$ cat config.mk
export PLATFORM = sky130hd
export DESIGN_NAME = phase_readout
export DESIGN_NICKNAME = d
export VERILOG_FILES = /design/src/rtl/phase_readout_defs.sv /design/src/rtl/osc_synchronizer.sv /design/src/rtl/phase_readout.sv
export SDC_FILE = /design/constraint.sdc
export NUM_CORES = 1
export LEC_CHECK = 0
export BUFFER_PORTS_ARGS = -buffer_cell sky130_fd_sc_hd__buf_2
export CORE_UTILIZATION = 46
export CTS_BUF_LIST = sky130_fd_sc_hd__clkbuf_8
export CTS_CLUSTER_SIZE = 25
export DETAILED_ROUTE_END_ITERATION = 8
export GPL_ROUTABILITY_DRIVEN = 0
export PLACE_DENSITY = 0.68
export SYNTH_ARGS = -nofsm -noshare
export SYNTH_HDL_FRONTEND = slang
export SYNTH_SLANG_ARGS = --single-unit
$ cat constraint.sdc
create_clock -name clk -period 2.25 [get_ports clk]
set_input_delay 0.225 -clock clk [delete_from_list [all_inputs] [get_ports clk]]
set_output_delay 0.225 -clock clk [all_outputs]
set_load 0.005 [all_outputs]
$ cat src/rtl/phase_readout_defs.sv
// Shared definitions for the phase readout block.
//   STATE_W / state_t : FSM state width and type
//   ST_IDLE..ST_DONE  : state encodings
//   TIE_SPIN          : spin value decoded when exactly half the samples agree
package phase_readout_defs;

  localparam int STATE_W = 2;
  typedef logic [STATE_W-1:0] state_t;

  localparam state_t ST_IDLE   = 2'd0;
  localparam state_t ST_SETTLE = 2'd1;
  localparam state_t ST_SAMPLE = 2'd2;
  localparam state_t ST_DONE   = 2'd3;

  // 2*agree == W is not a majority, so a tie reads as anti-phase.
  localparam logic TIE_SPIN = 1'b0;

endpackage

$ cat src/rtl/osc_synchronizer.sv
// Multi-flop synchronizer for the free-running oscillator outputs.
//   clk, rstn : sampling clock, async active-low reset
//   d         : raw oscillator bits (asynchronous to clk)
//   q         : last synchronizer stage (osc_s)
module osc_synchronizer #(
  parameter int N           = 3,
  parameter int SYNC_STAGES = 2
) (
  input  logic         clk,
  input  logic         rstn,
  input  logic [N-1:0] d,
  output logic [N-1:0] q
);

  logic [SYNC_STAGES-1:0][N-1:0] sr;

  always_ff @(posedge clk or negedge rstn) begin
    if (!rstn) begin
      sr <= '0;
    end else begin
      sr[0] <= d;
      for (int s = 1; s < SYNC_STAGES; s++) sr[s] <= sr[s-1];
    end
  end

  assign q = sr[SYNC_STAGES-1];

endmodule

$ cat src/rtl/phase_readout.sv
// Phase readout for the coupled-oscillator Ising array.
// Counts, over a W-cycle window, how often each oscillator matches
// oscillator 0 and decodes a spin vector (majority in-phase -> 1).
//   clk, rstn     : sampling clock, async active-low reset
//   osc_in        : raw oscillator outputs (asynchronous)
//   start         : request a readout (taken only in IDLE)
//   window_cycles : window length W, latched on start
//   ack           : consumer takes the result while valid
//   busy          : readout in progress
//   valid         : spins/agree_max hold a fresh result
//   spins         : decoded spins, bit 0 always 1
//   agree_max     : largest agree count over oscillators 1..N-1
module phase_readout
  import phase_readout_defs::*;
#(
  parameter int N           = 3,
  parameter int SYNC_STAGES = 2,
  parameter int CNT_W       = 16
) (
  input  logic             clk,
  input  logic             rstn,
  input  logic [N-1:0]     osc_in,
  input  logic             start,
  input  logic [CNT_W-1:0] window_cycles,
  input  logic             ack,
  output logic             busy,
  output logic             valid,
  output logic [N-1:0]     spins,
  output logic [CNT_W-1:0] agree_max
);

  localparam int SETTLE_W = $clog2(SYNC_STAGES);

  state_t                state, state_nxt;
  logic [N-1:0]          osc_s;
  logic [CNT_W-1:0]      w_q;
  logic [SETTLE_W-1:0]   settle_cnt;
  logic [CNT_W-1:0]      sample_cnt;
  logic [CNT_W-1:0]      agree [N];
  logic                  accept, settle_done, sample_done, sampling;
  logic [N-1:0]          spins_dec;
  logic [CNT_W-1:0]      max_dec;
  logic [CNT_W:0]        twice;

  osc_synchronizer #(.N(N), .SYNC_STAGES(SYNC_STAGES)) u_sync (
    .clk (clk),
    .rstn(rstn),
    .d   (osc_in),
    .q   (osc_s)
  );

  assign accept      = (state == ST_IDLE) && start;
  assign settle_done = (settle_cnt == SETTLE_W'(SYNC_STAGES - 1));
  // SAMPLE spends W counting cycles plus one closing cycle in which the
  // finished counters are decoded; with W=0 only the closing cycle remains.
  assign sample_done = (sample_cnt == w_q);
  assign sampling    = (state == ST_SAMPLE) && !sample_done;

  // ---- FSM: state register ----
  always_ff @(posedge clk or negedge rstn) begin
    if (!rstn) state <= ST_IDLE;
    else       state <= state_nxt;
  end

  // ---- FSM: next state ----
  always_comb begin
    state_nxt = state;
    unique case (state)
      ST_IDLE:   if (start)       state_nxt = ST_SETTLE;
      ST_SETTLE: if (settle_done) state_nxt = ST_SAMPLE;
      ST_SAMPLE: if (sample_done) state_nxt = ST_DONE;
      ST_DONE:   if (ack)         state_nxt = ST_IDLE;
      default:                    state_nxt = ST_IDLE;
    endcase
  end

  // ---- FSM: outputs ----
  always_comb begin
    busy  = (state == ST_SETTLE) || (state == ST_SAMPLE);
    valid = (state == ST_DONE);
  end

  // ---- window latch and phase counters ----
  always_ff @(posedge clk or negedge rstn) begin
    if (!rstn) begin
      w_q        <= '0;
      settle_cnt <= '0;
      sample_cnt <= '0;
    end else begin
      if (accept) begin
        w_q        <= window_cycles;
        settle_cnt <= '0;
        sample_cnt <= '0;
      end
      if (state == ST_SETTLE) settle_cnt <= settle_cnt + SETTLE_W'(1);
      if (sampling)           sample_cnt <= sample_cnt + CNT_W'(1);
    end
  end

  // ---- per-oscillator agree counters (oscillator 0 is the reference and stays 0) ----
  always_ff @(posedge clk or negedge rstn) begin
    if (!rstn) begin
      for (int i = 0; i < N; i++) agree[i] <= '0;
    end else begin
      for (int i = 1; i < N; i++) begin
        if (accept)
          agree[i] <= '0;
        else if (sampling && (osc_s[i] == osc_s[0]))
          agree[i] <= agree[i] + CNT_W'(1);
      end
    end
  end

  // ---- majority decode and max reduction ----
  always_comb begin
    spins_dec    = '0;
    spins_dec[0] = 1'b1;
    max_dec      = '0;
    twice        = '0;
    for (int i = 0; i < N; i++)
      if (agree[i] > max_dec) max_dec = agree[i];
    for (int i = 1; i < N; i++) begin
      twice        = {agree[i], 1'b0};
      spins_dec[i] = (twice > {1'b0, w_q}) ||
                     ((twice == {1'b0, w_q}) && TIE_SPIN);
    end
  end

  // ---- result registers, loaded on DONE entry ----
  always_ff @(posedge clk or negedge rstn) begin
    if (!rstn) begin
      spins     <= '0;
      agree_max <= '0;
    end else if ((state == ST_SAMPLE) && sample_done) begin
      spins     <= spins_dec;
      agree_max <= max_dec;
    end
  end

endmodule

=== Word-level counts from Yosys, hierarchy flattened ===
Cells that the tools add are included.

* Flip-flop bits (word level): 92
* Memories: 0
* Latch bits: 0
* Word-level logic and storage cells: 58
* Bits in writable memories: 0
* ROM bits: 0

* Bitwise operators: 0
* Shift operators: 0
* Mux-type cells: 16
* Equality and inequality tests: 10
* Add/sub/neg operators: 4
* Div/mod/pow operators: 0
* Magnitude comparators: 5
* Reduce and logical (&&, ||, !) cells: 13
* Multiply operators: 0

{| class="wikitable"
|+ Operators by type and width
! cell !! count
|-
| $mux W16 || 9
|-
| $add A16 B1 Y16 const B || 3
|-
| $gt A17 B16 Y1 || 2
|-
| $gt A16 B16 Y1 || 2
|-
| $eq A16 B16 Y1 || 1
|-
| $gt A16 B1 Y1 const B || 1
|-
| $mux W2 || 4
|-
| $ne A2 B2 Y1 const B || 4
|-
| $pmux W2 S4 || 1
|-
| $reduce_bool A2 Y1 || 4
|-
| $logic_and A1 B1 Y1 || 5
|-
| $eq A2 B2 Y1 const B || 2
|-
| $reduce_and A4 Y1 || 1
|-
| $eq A1 B1 Y1 || 2
|-
| $eq A2 B1 Y1 const B || 1
|-
| $logic_not A2 Y1 || 1
|-
| $mux W1 || 2
|-
| $add A1 B1 Y1 const B || 1
|-
| $logic_not A1 Y1 || 1
|-
| $logic_or A1 B1 Y1 || 1
|}

=== Depth between registers and ports, before layout ===
* Depth after elaboration: 6
* Mapped depth: 9
* Depth with buffers taken out: 8

=== Modules after synthesis ===
Synthesis repeated with hierarchy kept, for this count alone.

* Cells, all modules: 595
* Area total of the unflattened synthesis: 5536.6 µm²

{| class="wikitable"
|+ Modules (own cells, without submodules)
! module !! sequential area each (µm²) !! area each (µm²) !! times used !! cells an instance
|-
| phase_readout || 2152.1 || 5363.9 || 1 || 586
|-
| osc_synchronizer || 150.1 || 172.7 || 1 || 9
|}

=== Least setup slack after synthesis ===
No wires, ideal clock.

* Path kind: flip-flop to flip-flop
* Start: reg agree[30] (netlist bit)
* End: reg agree_max[10]
* Required time: 2.124 ns
* Slack: -0.029 ns
* Data arrival time: 2.153 ns
* Clock period less this slack: 2.279 ns
* Stages on the path, launching flop included: 10
* Setup time: 0.126 ns
* Cell sequence: dfrtp_1 -> inv_1 -> ha_1 -> nand4_2 -> or4_4 -> or2_1 -> buf_6 -> buf_6 -> a31oi_1 -> a21oi_1

* Longest elaborated chain between the ends: 4

{| class="wikitable"
|+ RTL lines
! what !! line !! RTL
|-
| start: declaration || phase_readout.sv:39 || <nowiki>logic [CNT_W-1:0] agree [N];</nowiki>
|-
| start signal: indexed assignment || phase_readout.sv:109 || <nowiki>agree[i] <= agree[i] + CNT_W'(1);</nowiki>
|-
| $gt A16 B16 Y1 || phase_readout.sv:121 || <nowiki>if (agree[i] > max_dec) max_dec = agree[i];</nowiki>
|-
| $mux W16 * || phase_readout.sv:121 ||
|-
| $gt A16 B16 Y1 || phase_readout.sv:121 ||
|-
| $mux W16 * || phase_readout.sv:121 ||
|-
| end signal: assignment || phase_readout.sv:136 || <nowiki>agree_max <= max_dec;</nowiki>
|-
| end: declaration || phase_readout.sv:29 || <nowiki>output logic [CNT_W-1:0] agree_max</nowiki>
|}

Mark *: on every way between the ends. The rest lies on a longest branch, timed or not.
A chain may end at the register's enable or synchronous reset.

=== Final worst setup path ===
* Start: reg agree[13] (netlist bit)
* End: reg agree_max[3]

* Longest elaborated chain between the ends: 2

{| class="wikitable"
|+ RTL lines
! what !! line
|-
| $gt A16 B16 Y1 || phase_readout.sv:121
|-
| $mux W16 || phase_readout.sv:121
|}

No other way between the ends.

==> reports/results.ini <==
[timing]
whs_ps=46.7
fin_skew_ps=13.7
max_slew_margin=0.533
fin_crit_sh=0.979
hold_viol_final=0
finalSetupViolCount=0
final_max_slew_viol_count=0
worst_pin_slew_ps=700
period_needed_ps=2200
max_freq_mhz=454

[critical_path]
r2r_slack_ps=50
cp-end-kind=flip-flop
cpPeakStageDelay_ps=530
r2r_cells=7
timing.rr.end=agree_max[3]$_DFFE_PN0P_
crit_chain=ha_1, nand4_2, or4_4, or2_4, buf_12, a31oi_1, a21oi_1
critPathMaxFanout=16
cp_num_buf_inv=1
arrival_ps=2470
critical_path_class=reg -> reg
rr_startpoint=agree[13]$_DFFE_PN0P_
path_depth=7
critPathLaunchType=flip-flop
cpLargestDelayFamily=simple AND/OR/NAND/NOR gates
cp_slowest_cell=or4_4
cp_data_required_time_ps=2510

[logic_synthesis]
ys_seq_elements=92
synth_ff_type=dfrtp_1
syn_nets=690
netlist_instances=613
synth_warnings=16
async_reset_ff_frac=1.00
synth_seq_area_share=0.412
syn_avg_cell_area_sq_um=9.11
ys_types=52
synth_area_sq_um=5590
synth_edf_count=0

[routing]
wl_per_cell_um=18.4
detail_route.drc_violations=2
vias_per_cell=5.81
vias=4918
firstDrtPassIters=9
wirelength_mm=15.5
drt_iter0_drc=309
ant_nets=0

[cts]
clock_sinks=92
cts_tree=built
clk_transition_reported_paths_ps=100
cts_buffers=9
cts_buffer_depth=2
root_buffer=clkbuf_8
htreeDepth=3
clk_latency_ps=390

[cells_and_area]
fillers=1031
drive_gt1_frac=0.195
seq_area_sq_um=2300
antenna_cells=0
final_util=0.579
nets=777
synthToLayoutAreaGrowth_pct=20.4
multi_input_area_sq_um=3120

[die]
core_sq_um=11600
rows=39
boundaryPins=44
dieArea_sq_um=12600
die_h_um=112
die_w_um=112
initial_core_util=0.481

[power_and_ir_drop]
power_density_nw_per_um2=737
power_leakage_nw=3.23
power_mw=4.96
vdd_drop_max_mv=0.700

[global_route]
grt_pass1_wl_mm=25.4
globalRouteOverflowTotal=0
grtUsageTotal=0.261
grt_pass1_vias=4931
grt_max_degree=64
antenna_found_initial=0

[status]
status=complete, but fails checks
violations=design-rule violations

[hold_path]
holdPathEnd=w_q[15]$_DFFE_PN0P_
holdPathStages=3
hp-start=window_cycles[15]
hold_path.class=in -> reg

[flow_run]
drv_cap=0

[placed_design]
dp_hpwl_mm=11.1
port_buffers=43

[timing repair]
| item | 4_1_cts | 5_1_grt |
|---|---|---|
| hold endpoints to repair | 50 | 0 |
| setup buffers | 0 | 2 |
| hold buffers | 4 | 0 |
| endpoints found under the setup margin | 16 | 22 |
| pin swaps | 3 | 6 |
| gates resized for setup | 4 | 25 |
| gates cloned | 0 | 0 |
[worst min-delay path, stage by stage]
cell and delay [ps]:
buf_2 80, nand2_1 40, o21ai_0 60
[cells in the final DEF, fill, tap and decap left out, types with 2 or more instances in the layout]
cell           count
dfrtp_1           92
nor2_1            60
ha_1              50
buf_4             48
o21ai_0           45
xnor2_1           44
inv_1             43
buf_2             42
nand2_1           41
a21oi_1           33
nand3_1           26
nor4_1            17
nand4_1           16
nor3_1            14
o21ai_1           14
a31oi_1           14
clkbuf_8          11
a21o_1             7
buf_12             7
nand2b_1           6
o31ai_1            5
o41ai_1            5
nor2b_1            4
or3_1              4
ha_4               4
dlygate4sd3_1      4
xor2_1             3
and3_1             3
and2_1             3
a31oi_2            3
a211oi_1           2
nand4b_1           2
buf_6              2
[layer usage]
metal | global-route usage | share of wire
met1 | 0.348 | 0.45
met2 | 0.422 | 0.48
met3 | 0.0443 | 0.049
met4 | 0.112 | 0.023
met5 | 0 | 0
[cells by family after synthesis]
group                    Yosys count  synth area share
AO/OA/AOI/OAI                    142             0.151
XOR/XNOR                          48            0.0753
adder cells (fa/ha/maj)           54             0.121
buffers and inverters             70            0.0580
flip-flops                        92             0.412
multiplexers                       1           0.00179
AND/OR/NAND/NOR                  206             0.180
[sequential cells by signal (all words and copies together) (netlist names)]
signal      cells
spins           3
w_q            16
sample_cnt     16
settle_cnt      1
agree          32
agree_max      16
state           2
u_sync.sr       3
u_sync.q        3
[layout make-up]
type,instances,share of cell area
multi-input combinational,451,0.464
sequential,92,0.342
timing repair buffer,103,0.115
tap,143,0.0266
inverter,43,0.0240
clock buffer,11,0.0225
clock inverter,3,0.00577
[report_power, final]
part | leakage [nW] | switching, mW | total [mW] | internal (mW)
Combinational | 1.97 | 1.08 | 1.92 | 0.839
Clock | 0.102 | 0.603 | 1.16 | 0.558
Sequential | 1.15 | 0.117 | 1.88 | 1.76
Total | 3.23 | 1.80 | 4.96 | 3.16
[metrics by stage]
| stage | setup slack, ps | setup TNS [ps] | cell area, sq um | std cells |
|---|---|---|---|---|
| after global placement | 69.0 | 0 | 6320 | 826 |
| after floorplan | 7.82 | 0 | 5590 | 613 |
| after global routing | -9.69 | -49.8 | 6720 | 846 |
| after CTS | 2.56 | 0 | 6560 | 844 |
| final | 48.1 | 0 | 6720 | 846 |
| after detailed placement | -79.1 | -878 | 6320 | 826 |
[Yosys cell counts, types with 5 or more instances]
| master | n | share of area |
|---|---|---|
| nor3_1 | 15 | 0.013 |
| buf_2 | 9 | 0.0081 |
| ha_1 | 54 | 0.12 |
| xnor2_1 | 45 | 0.071 |
| a21oi_1 | 34 | 0.030 |
| nand4_1 | 16 | 0.018 |
| a21o_1 | 7 | 0.0094 |
| clkbuf_1 | 8 | 0.0054 |
| o41ai_1 | 5 | 0.0078 |
| nor2_1 | 60 | 0.040 |
| o21ai_1 | 7 | 0.0063 |
| o21ai_0 | 52 | 0.047 |
| inv_1 | 43 | 0.029 |
| nand3_1 | 26 | 0.023 |
| dfrtp_1 | 92 | 0.41 |
| nand2b_1 | 6 | 0.0067 |
| o31ai_1 | 5 | 0.0067 |
| nor4_1 | 17 | 0.019 |
| a31oi_1 | 18 | 0.020 |
| nand2_1 | 41 | 0.028 |
[worst max-delay path by stage]
stage / start / to / slack [ps]
floorplan: agree[27]$_DFFE_PN0P_ / agree_max[10]$_DFFE_PN0P_ / 8
global placement: agree[26]$_DFFE_PN0P_ / agree_max[0]$_DFFE_PN0P_ / 70
detailed placement: agree[5]$_DFFE_PN0P_ / agree_max[4]$_DFFE_PN0P_ / -80
CTS: agree[27]$_DFFE_PN0P_ / agree_max[1]$_DFFE_PN0P_ / 3
global route: agree[19]$_DFFE_PN0P_ / agree_max[1]$_DFFE_PN0P_ / -10
finish: agree[13]$_DFFE_PN0P_ / agree_max[3]$_DFFE_PN0P_ / 50
Power figures use the tool's default switching activity.
